## src/rtl/fc_spike_index_issuer_if.sv

```systemverilog
// Spike-index beat stream between the FC issuer and an FC processing element.
// The master drives beats and frame metadata; the slave returns stall and release.
interface fc_spike_index_issuer_if #(
  parameter int SYNAPSE_INDEX = 16,
  parameter int CONV1_ADDR    = 7,
  parameter int CHANNEL_WIDE  = 8
);
  logic [SYNAPSE_INDEX-1:0] s_index_ram;
  logic                     s_index_valid;
  logic [CONV1_ADDR-1:0]    addr_most;
  logic [CHANNEL_WIDE-1:0]  channel_cnt;
  logic                     pe_stall;
  logic                     ram_release;

  modport master (
    output s_index_ram,
    output s_index_valid,
    output addr_most,
    output channel_cnt,
    input  pe_stall,
    input  ram_release
  );

  modport slave (
    input  s_index_ram,
    input  s_index_valid,
    input  addr_most,
    input  channel_cnt,
    output pe_stall,
    output ram_release
  );
endinterface

```

## src/rtl/fc_spike_index_issuer.sv

```systemverilog
// Buffers one frame of spike indices and replays it once per output channel to an FC PE.
// Define FC_ISSUE_STALL_EN to let pe_stall hold the beat stream during ISSUE.
module fc_spike_index_issuer #(
  parameter int DEPTH              = 128,
  parameter int OUTPUT_CHANNEL_NUM = 256,
  parameter int SYNAPSE_INDEX      = 16,
  parameter int CONV1_ADDR         = $clog2(DEPTH),
  parameter int CHANNEL_WIDE       = $clog2(OUTPUT_CHANNEL_NUM)
) (
  input  logic                     clk,
  input  logic                     rst,
  input  logic                     wr_valid,
  input  logic [SYNAPSE_INDEX-1:0] wr_index,
  input  logic                     frame_end,
  output logic                     wr_ready,
  output logic                     busy,
  output logic                     frame_done,
  output logic                     overflow,
  fc_spike_index_issuer_if.master  pe
);

  localparam int PTR_W = $clog2(DEPTH);
  localparam int CNT_W = PTR_W + 1;
  localparam logic [CNT_W-1:0]        DEPTH_C = CNT_W'(DEPTH);
  localparam logic [CHANNEL_WIDE-1:0] CH_LAST = CHANNEL_WIDE'(OUTPUT_CHANNEL_NUM - 1);

  typedef enum logic [1:0] {
    IDLE,
    ISSUE,
    WAIT_REL,
    DONE
  } state_t;

  state_t state;
  state_t state_nx;

  logic [SYNAPSE_INDEX-1:0] mem [DEPTH];
  logic [CNT_W-1:0]         wr_ptr;
  logic [PTR_W-1:0]         rd_ptr;
  logic [PTR_W-1:0]         last_ptr;
  logic [CHANNEL_WIDE-1:0]  ch_cnt;
  logic                     single;
  logic                     rel_seen;

  logic [SYNAPSE_INDEX-1:0] rd_data;
  logic                     rd_valid;
  logic [CHANNEL_WIDE-1:0]  rd_ch;
  logic                     done_p;

  logic             wr_accept;
  logic [CNT_W-1:0] cnt_final;
  logic             start;
  logic             issue_go;
  logic             last_beat;
  logic             rel_hit;

  always_comb begin
    wr_accept = (state == IDLE) && wr_valid && (wr_ptr != DEPTH_C);
    cnt_final = wr_ptr + CNT_W'(wr_accept);
    start     = (state == IDLE) && frame_end && (cnt_final != '0);
`ifdef FC_ISSUE_STALL_EN
    issue_go  = (state == ISSUE) && !pe.pe_stall;
`else
    issue_go  = (state == ISSUE);
`endif
    last_beat = issue_go && (rd_ptr == last_ptr) && (ch_cnt == CH_LAST);
    rel_hit   = rel_seen || pe.ram_release;
  end

  always_comb begin
    state_nx = state;
    case (state)
      IDLE: begin
        if (frame_end) state_nx = (cnt_final == '0) ? DONE : ISSUE;
      end
      ISSUE: begin
        // A release already captured lets the frame close right after its last beat.
        if (last_beat) state_nx = (single || rel_hit) ? DONE : WAIT_REL;
      end
      WAIT_REL: begin
        if (rel_hit) state_nx = DONE;
      end
      DONE: begin
        state_nx = IDLE;
      end
      default: begin
        state_nx = IDLE;
      end
    endcase
  end

  always_ff @(posedge clk or posedge rst) begin
    if (rst) state <= IDLE;
    else     state <= state_nx;
  end

  // Spike buffer behaves as a plain RAM: no reset, synchronous read.
  always_ff @(posedge clk) begin
    if (wr_accept) mem[wr_ptr[PTR_W-1:0]] <= wr_index;
    if (issue_go)  rd_data <= mem[rd_ptr];
  end

  always_ff @(posedge clk or posedge rst) begin
    if (rst) begin
      wr_ptr           <= '0;
      rd_ptr           <= '0;
      last_ptr         <= '0;
      ch_cnt           <= '0;
      single           <= 1'b0;
      rel_seen         <= 1'b0;
      rd_valid         <= 1'b0;
      rd_ch            <= '0;
      done_p           <= 1'b0;
      wr_ready         <= 1'b1;
      busy             <= 1'b0;
      frame_done       <= 1'b0;
      overflow         <= 1'b0;
      pe.s_index_ram   <= '0;
      pe.s_index_valid <= 1'b0;
      pe.addr_most     <= '0;
      pe.channel_cnt   <= '0;
    end else begin
      wr_ready   <= (state_nx == IDLE);
      busy       <= (state != IDLE);
      done_p     <= (state == DONE);
      frame_done <= done_p;

      if (wr_accept)          wr_ptr <= wr_ptr + CNT_W'(1);
      else if (state == DONE) wr_ptr <= '0;

      if ((state == IDLE) && wr_valid) begin
        if (wr_ptr == '0)     overflow <= 1'b0;
        if (wr_ptr == DEPTH_C) overflow <= 1'b1;
      end

      if (state == DONE)
        rel_seen <= 1'b0;
      else if (((state == ISSUE) || (state == WAIT_REL)) && pe.ram_release)
        rel_seen <= 1'b1;

      rd_valid <= issue_go;
      if (issue_go) begin
        rd_ch <= ch_cnt;
        if (rd_ptr == last_ptr) begin
          rd_ptr <= '0;
          ch_cnt <= ch_cnt + CHANNEL_WIDE'(1);
        end else begin
          rd_ptr <= rd_ptr + PTR_W'(1);
        end
      end

      // Output stage trails the RAM read by one cycle; channel_cnt rides with its beat.
      pe.s_index_valid <= rd_valid;
      if (rd_valid) begin
        pe.s_index_ram <= rd_data;
        pe.channel_cnt <= rd_ch;
      end

      if (start) begin
        last_ptr       <= PTR_W'(cnt_final - CNT_W'(1));
        single         <= (cnt_final == CNT_W'(1));
        pe.addr_most   <= CONV1_ADDR'(cnt_final - CNT_W'(1));
        rd_ptr         <= '0;
        ch_cnt         <= '0;
        rd_ch          <= '0;
        pe.channel_cnt <= '0;
      end
    end
  end

endmodule
```

## src/flat_wrapper.sv

```systemverilog
// flat-port wrapper written by rule: the top's interface ports become plain ports
module fc_spike_index_issuer_flat 
#(
  parameter int DEPTH              = 128,
  parameter int OUTPUT_CHANNEL_NUM = 256,
  parameter int SYNAPSE_INDEX      = 16,
  parameter int CONV1_ADDR         = $clog2(DEPTH),
  parameter int CHANNEL_WIDE       = $clog2(OUTPUT_CHANNEL_NUM)
)
  (clk, rst, wr_valid, wr_index, frame_end, wr_ready, busy, frame_done, overflow, pe_s_index_ram, pe_s_index_valid, pe_addr_most, pe_channel_cnt, pe_pe_stall, pe_ram_release);
  fc_spike_index_issuer_if #(.SYNAPSE_INDEX(SYNAPSE_INDEX), .CONV1_ADDR(CONV1_ADDR), .CHANNEL_WIDE(CHANNEL_WIDE)) pe_i ();
  input  logic clk;
  input  logic rst;
  input  logic wr_valid;
  input  logic [SYNAPSE_INDEX-1:0] wr_index;
  input  logic frame_end;
  output logic wr_ready;
  output logic busy;
  output logic frame_done;
  output logic overflow;
  output wire logic [$bits(pe_i.s_index_ram)-1:0] pe_s_index_ram;
  output wire logic [$bits(pe_i.s_index_valid)-1:0] pe_s_index_valid;
  output wire logic [$bits(pe_i.addr_most)-1:0] pe_addr_most;
  output wire logic [$bits(pe_i.channel_cnt)-1:0] pe_channel_cnt;
  input wire logic [$bits(pe_i.pe_stall)-1:0] pe_pe_stall;
  input wire logic [$bits(pe_i.ram_release)-1:0] pe_ram_release;
  assign pe_s_index_ram = pe_i.s_index_ram;
  assign pe_s_index_valid = pe_i.s_index_valid;
  assign pe_addr_most = pe_i.addr_most;
  assign pe_channel_cnt = pe_i.channel_cnt;
  assign pe_i.pe_stall = pe_pe_stall;
  assign pe_i.ram_release = pe_ram_release;
  fc_spike_index_issuer #(.DEPTH(DEPTH), .OUTPUT_CHANNEL_NUM(OUTPUT_CHANNEL_NUM), .SYNAPSE_INDEX(SYNAPSE_INDEX), .CONV1_ADDR(CONV1_ADDR), .CHANNEL_WIDE(CHANNEL_WIDE)) u_core (.clk(clk), .rst(rst), .wr_valid(wr_valid), .wr_index(wr_index), .frame_end(frame_end), .wr_ready(wr_ready), .busy(busy), .frame_done(frame_done), .overflow(overflow), .pe(pe_i));
endmodule
```

## config.mk

```make
export PLATFORM = sky130hd
export DESIGN_NAME = fc_spike_index_issuer_flat
export DESIGN_NICKNAME = d
export VERILOG_FILES = /design/src/rtl/fc_spike_index_issuer_if.sv /design/src/rtl/fc_spike_index_issuer.sv /design/src/flat_wrapper.sv
export SDC_FILE = /design/constraint.sdc
export NUM_CORES = 2
export LEC_CHECK = 0
export ABC_CLOCK_PERIOD_IN_PS = 4260
export BUFFER_PORTS_ARGS = -buffer_cell sky130_fd_sc_hd__buf_4
export CAP_MARGIN = 20
export CORE_MARGIN = 8
export CORE_UTILIZATION = 50
export DETAILED_ROUTE_END_ITERATION = 10
export HOLD_SLACK_MARGIN = 0.02
export PLACE_DENSITY = 0.75
export SYNTH_ARGS = -nofsm -noshare
export SYNTH_HDL_FRONTEND = slang
export SYNTH_SLANG_ARGS = --single-unit
```

## constraint.sdc

```tcl
create_clock -name clk -period 4.26 [get_ports clk]
set_clock_uncertainty 0.15 [all_clocks]
set_input_delay 0.852 -clock clk [delete_from_list [all_inputs] [get_ports clk]]
set_output_delay 0.852 -clock clk [all_outputs]
set_load 0.01 [all_outputs]
```

## After elaboration in Yosys (flattened, before gate mapping)

Memories as Yosys holds them, arrays and structs flattened. A register that Yosys moved wholly into a read port is not among the register bits.
Index checks and enable logic that the tools add are counted.

| word-level totals | value |
|---|---|
| memories | 1 |
| output and inout bits | 36 |
| ROM bits | 0 |
| bits in writable memories | 2,048 |
| word-level logic and storage cells | 79 |
| register bits after elaboration | 73 |
| input bits | 22 |
| latch bits | 0 |

| operators by class | value |
|---|---|
| divide/modulo/power cells | 0 |
| add/sub/neg operators | 5 |
| shift-type cells | 0 |
| $mul | 0 |
| bitwise gates (word level) | 0 |
| reductions and logical operators | 24 |
| $lt $le $gt $ge | 0 |
| muxes and demuxes | 24 |
| eq/ne operators | 8 |

Memories:

| name | depth | width | rd ports | clocked after Yosys merged registers in | write ports | line | text |
|---|---|---|---|---|---|---|---|
| u_core.mem | 128 | 16 | 1 | 1 | 1 | fc_spike_index_issuer.sv:37 | `logic [SYNAPSE_INDEX-1:0] mem [DEPTH];` |

Operator list:

| kind | count |
|---|---|
| 8-bit two-way mux | 9 |
| 7-bit two-way mux | 3 |
| 8-bit by 1-bit adder with 8-bit output, second input constant | 2 |
| 8-bit equality test, second input constant | 2 |
| 8-bit logical NOT | 2 |
| 2-bit nonzero test | 7 |
| 8-bit by 1-bit adder with 8-bit output | 1 |
| 8-bit by 1-bit equality test with 1-bit output, second input constant | 1 |
| 2-bit two-way mux | 4 |
| 8-bit != test, second input constant | 1 |
| 2-bit one-hot mux with 4 select lines | 1 |
| 8-bit nonzero test | 1 |
| 7-bit by 1-bit adder with 7-bit output, second input constant | 1 |
| 7-bit equality test | 1 |
| 1-bit logical AND | 7 |
| 1-bit two-way mux | 7 |
| 7-bit by 1-bit subtractor with 7-bit output, second input constant | 1 |
| 2-bit equality test, second input constant | 2 |
| 2-bit logical NOT | 2 |
| 2-bit AND reduction | 2 |
| 1-bit logical OR | 3 |
| 2-bit by 1-bit equality test with 1-bit output, second input constant | 1 |

## Longest topological paths before layout

| logic depth | value |
|---|---|
| word-level depth | 9 |
| depth in mapped cells | 14 |
| mapped depth without buffers | 14 |

## Least setup slack after synthesis

No wires, ideal clock.

| timing path | value |
|---|---|
| kind | input port to flip-flop |
| from | input port wr_valid |
| to | register u_core.pe.addr_most[0] |
| arrival | 3.308 ns |
| stages | 11 |
| required time | 3.985 ns |
| path buffers | 1 |
| library setup time | 0.125 ns |
| setup slack | 0.677 ns |
| cell sequence | nand2_1 -> a41o_1 -> clkinv_1 -> ha_1 -> ha_1 -> and2_1 -> a21boi_0 -> o211a_1 -> a31oi_1 -> buf_2 -> mux2_2 |

| on the way | value |
|---|---|
| longest elaborated chain between the ends | 5 |
| elaborated cells on any way between the ends | 6 |
| classes of those cells | 2 x add/sub; 4 x reduce/logical |

RTL lines:

| element | line | text |
|---|---|---|
| start: declaration | flat_wrapper.sv:14 | `input logic wr_valid;` |
| 1-bit logical AND (*) (2 in a row) | fc_spike_index_issuer.sv:58 | `wr_accept = (state == IDLE) && wr_valid && (wr_ptr != DEPTH_C);` |
| 8-bit by 1-bit adder with 8-bit output (*) | fc_spike_index_issuer.sv:59 | `cnt_final = wr_ptr + CNT_W'(wr_accept);` |
| branches (longest 2 deep; another with 7-bit by 1-bit subtractor with 7-bit output) | - |  |
| end signal: assignment | fc_spike_index_issuer.sv:162 | `pe.addr_most <= CONV1_ADDR'(cnt_final - CNT_W'(1));` |
| end: declaration | fc_spike_index_issuer_if.sv:18 | `output addr_most,` |

Mark *: on every way between the ends.
A chain may end at the register's enable or synchronous reset.

## Worst setup path in the final report

| timing path | value |
|---|---|
| from | register u_core.state[0] |
| to | register u_core.pe.channel_cnt[2] |

| on the way | value |
|---|---|
| longest elaborated chain between the ends | 7 |
| elaborated cells on any way between the ends | 9 |
| classes of those cells | 1 x add/sub; 1 x mux; 7 x reduce/logical |

RTL lines:

| element | line | text |
|---|---|---|
| start: declaration | fc_spike_index_issuer.sv:34 | `state_t state;` |
| start signal: assignment | fc_spike_index_issuer.sv:94 | `else state <= state_nx;` |
| 2-bit logical NOT (*) | fc_spike_index_issuer.sv:58, fc_spike_index_issuer.sv:60 |  |
| 1-bit logical AND (2 in a row) | fc_spike_index_issuer.sv:58 |  |
| 8-bit by 1-bit adder with 8-bit output | fc_spike_index_issuer.sv:59 |  |
| 8-bit nonzero test | fc_spike_index_issuer.sv:60 | `start = (state == IDLE) && frame_end && (cnt_final != '0);` |
| 1-bit logical AND (*) | fc_spike_index_issuer.sv:60 |  |
| 8-bit two-way mux / 2-bit nonzero test (equally long branches) | - |  |
| end signal: assignment | fc_spike_index_issuer.sv:156 | `pe.channel_cnt <= rd_ch;` |
| end: declaration | fc_spike_index_issuer_if.sv:19 | `output channel_cnt,` |

Mark *: on every way between the ends. The rest lies on a longest branch, timed or not.

==> results.toml <==
[outcome]
outcome = "finished, final reports clean"

[timing]
max_slew_margin = 0.2234
fin_crit_ps = 3780
period_share = 0.8872
worstMarginPinSlew_ps = 1153
hold_violations = 0
rsz0062_at_grt = "false"
hold_ws_ps = 147.6
slew_violations = 0
fin_tns_setup_ps = 0
max_freq_ghz = 0.2646
setup_viol = 0

[floorplanning]
die_h_um = 422.5
dieArea_um2 = 178500
start_util = 0.5019
boundaryPins = 58
core_um2 = 164600
die_w_um = 422.5
row_count = 149

[logic_synthesis]
synth_area_leader_cell = "edfxtp_1"
syn_area_um2 = 82630
yosys_warnings = 0
synth_common_cells = "edfxtp_1 (2064), mux4_2 (457), mux2i_1 (212), nor2_1 (181), a22oi_1 (155)"
syn-num-nets = 3907
synth_edf_count = 2064
ys_seq_area_frac = 0.7722
yosysTopAreaCellShare = 0.7501
synthTopCellsByArea = "edfxtp_1 (75%), mux4_2 (12%), mux2i_1 (2.6%)"
avgSynthCellArea_um2 = 21.35
synth_async_sr_flop_share = 0.03416
syn_inst = 3870
ys_types = 67
ys_ff_latch = 2137
synth.most_common_cell = "edfxtp_1"
synth_top_flop_cell = "edfxtp_1"

[clock_tree]
clock_latency_ps = 840
cts-root-buf = "clkbuf_16"
htreeDepth = 4
cts_buffer_depth = 3
numCtsBuffers = 196
clkSinkCount = 2137
clkSlewWorstSetupHoldPaths_ps = 60
cts_tree = "done"

[global_routing]
antenna_found_initial = 17
grt_max_degree = 110
grt_pass1_wl_um = 294100
track_usage = 0.2247
overflow = 0
grt_pass1_vias = 42031

[worst_setup_path]
crit_chain = "inv_1, ha_1, nand2_1, a41o_1, clkinv_1, ha_1, ha_1, and2_1, a21boi_0, o211a_1, a31oi_4, buf_4, nor2_1"
arrival_ps = 4330
worstPathRequired_ps = 4810
timing_worst_setup_path_type = "reg -> reg"
cp_max_fo = 27
slowest_delay_ps = 450
critPathCaptureType = "flop"
critPathSlowestCell = "a31oi_4"
crit_top_cell = "ha_1"
cp-start-kind = "flop"

[min_path]
hold_path.class = "in -> reg"

[layout]
utilization = 0.5690
num-nets-final = 4254
final_cells = 6575
drive_above_1_share = 0.2644
syn2layout_area_growth_pct = 13.36

[routing]
drc_errors = 0
antenna_left = 0
drtIter0Drc = 5703
dr.pass1.iters = 6
viasPerCell = 6.327
wl_per_cell_um = 31.21
num_vias = 41598
routed_wl_um = 205200

[pwr]
finalPower_w = 0.05661
peakVddDrop_mv = 0.5265
p_per_area_nw_per_um2 = 604.4
p_leak_nw = 29.68

[flow_run]
maxCapViolCount = 0

[place]
io_buffer_count = 56
hpwlAfterDp_um = 121500
place_congestion = 0.8632
placedCellCount = 6203
[worst max-delay path, delay by kind of cell (launching register included)]
kind,cells,cell delay [ps]
simple gates,3,430
compound gates,4,1200
flops,1,430
fa+ha+maj,3,790
buf+inv,3,630
[sequential cells by signal (all words and copies together) (netlist names)]
name / flops
u_core.single: 1
u_core.rel_seen: 1
u_core.rd_valid: 1
u_core.pe.s_index_valid: 1
u_core.rd_ptr: 7
u_core.wr_ptr: 8
u_core.pe.s_index_ram: 16
u_core.overflow: 1
u_core.wr_ready: 1
u_core.pe.addr_most: 7
u_core.rd_ch: 8
u_core.pe.channel_cnt: 8
u_core.frame_done: 1
u_core.busy: 1
u_core.state: 2
u_core.done_p: 1
u_core.mem: 2048
u_core.rd_data: 16
u_core.ch_cnt: 8
[cells in the final DEF (no fill, tap or decap), types with 17 or more instances in the layout]
| cell type | netlist | layout |
|---|---|---|
| nand2_1 | 53 | 53 |
| edfxtp_1 | 2064 | 2064 |
| a22o_1 | 19 | 19 |
| clkinv_2 | 0 | 40 |
| a21oi_1 | 91 | 91 |
| mux4_2 | 457 | 457 |
| clkbuf_16 | 0 | 202 |
| clkinv_1 | 2 | 52 |
| dfrtp_1 | 72 | 67 |
| a31oi_1 | 18 | 17 |
| a22oi_1 | 155 | 155 |
| nor3_1 | 17 | 17 |
| mux2_2 | 26 | 26 |
| nand3_1 | 29 | 29 |
| clkbuf_1 | 67 | 40 |
| mux2i_1 | 212 | 212 |
| o21ai_0 | 30 | 30 |
| buf_4 | 51 | 341 |
| buf_12 | 0 | 26 |
| nor2_1 | 181 | 173 |
[power by group]
part / internal [W] / total, W / switching, W / leakage, nW
clock: 0.00936 / 0.0170 / 0.00759 / 3.05
combinational: 0.00665 / 0.0154 / 0.00875 / 7.16
sequential: 0.0236 / 0.0243 / 0.000684 / 19.5
total: 0.0396 / 0.0566 / 0.0170 / 29.7
[kinds of logic (layout without fill, tap and decap cells)]
family / count (synthesis) / count (layout) / share of synthesized area
flip-flops: 2137 / 2137 / 0.7722
multiplexers: 695 / 695 / 0.1538
AO/OA/AOI/OAI: 403 / 403 / 0.03401
AND/OR/NAND/NOR: 360 / 360 / 0.02017
buffers and inverters: 239 / 753 / 0.01532
XOR/XNOR: 21 / 21 / 0.002226
adder cells (fa/ha/maj): 15 / 15 / 0.002271
other: 0 / 2 / 0
[cell type report]
cell class	count	area [µm²]
clock buffers	250	5300
fillers	11485	70950
clock inverters	115	915.9
multi-input cells	1494	17620
well taps	2189	2739
inverters	16	61.31
diodes	2	5.005
flip-flops and latches	2137	63820
repair buffers	372	3201
[worst paths after layout]
check	start	to	slack (ps)	cells after the start
max in group asynchronous	rst	u_core.pe.s_index_ram[12]$_DFFE_PP0P_	2430	4
min in group asynchronous	rst	u_core.done_p$_DFF_PP0_	610	3
setup reg to reg	u_core.state[0]$_DFF_PP0_	u_core.pe.channel_cnt[2]$_DFFE_PP0P_	480	13
hold / removal	pe_ram_release	u_core.rel_seen$_DFFE_PP0P_	150	3
hold reg to reg	u_core.done_p$_DFF_PP0_	u_core.frame_done$_DFF_PP0_	200	0
setup / recovery	u_core.state[0]$_DFF_PP0_	u_core.pe.channel_cnt[2]$_DFFE_PP0P_	480	13
[per-layer routing]
layer  routed length (µm)  share of wire  track usage  vias to the layer above
met4                 9600          0.047      0.09572                       14
li1                     -              -            -                    16841
met1                75690           0.37       0.2972                    21844
met3                22150           0.11      0.05852                      445
met2                97700           0.48       0.3563                     2454
met5                   86        0.00042            0                        -
[stage by stage]
step	setup WS, ps	cell area, µm²
final	480.3	93670
after detailed placement	315.2	87330
after global placement	410.3	87330
after global routing	240.2	93660
after CTS	513.2	93550
after floorplan	677.2	82630
[what timing repair did]
item / in CTS / in global routing
hold buffers: 1 / 0
buffers inserted: 0 / 0
endpoints found under the hold margin: 48 / 0
resized for setup: 0 / 0
Note: power is estimated with default switching activity, not from simulation.
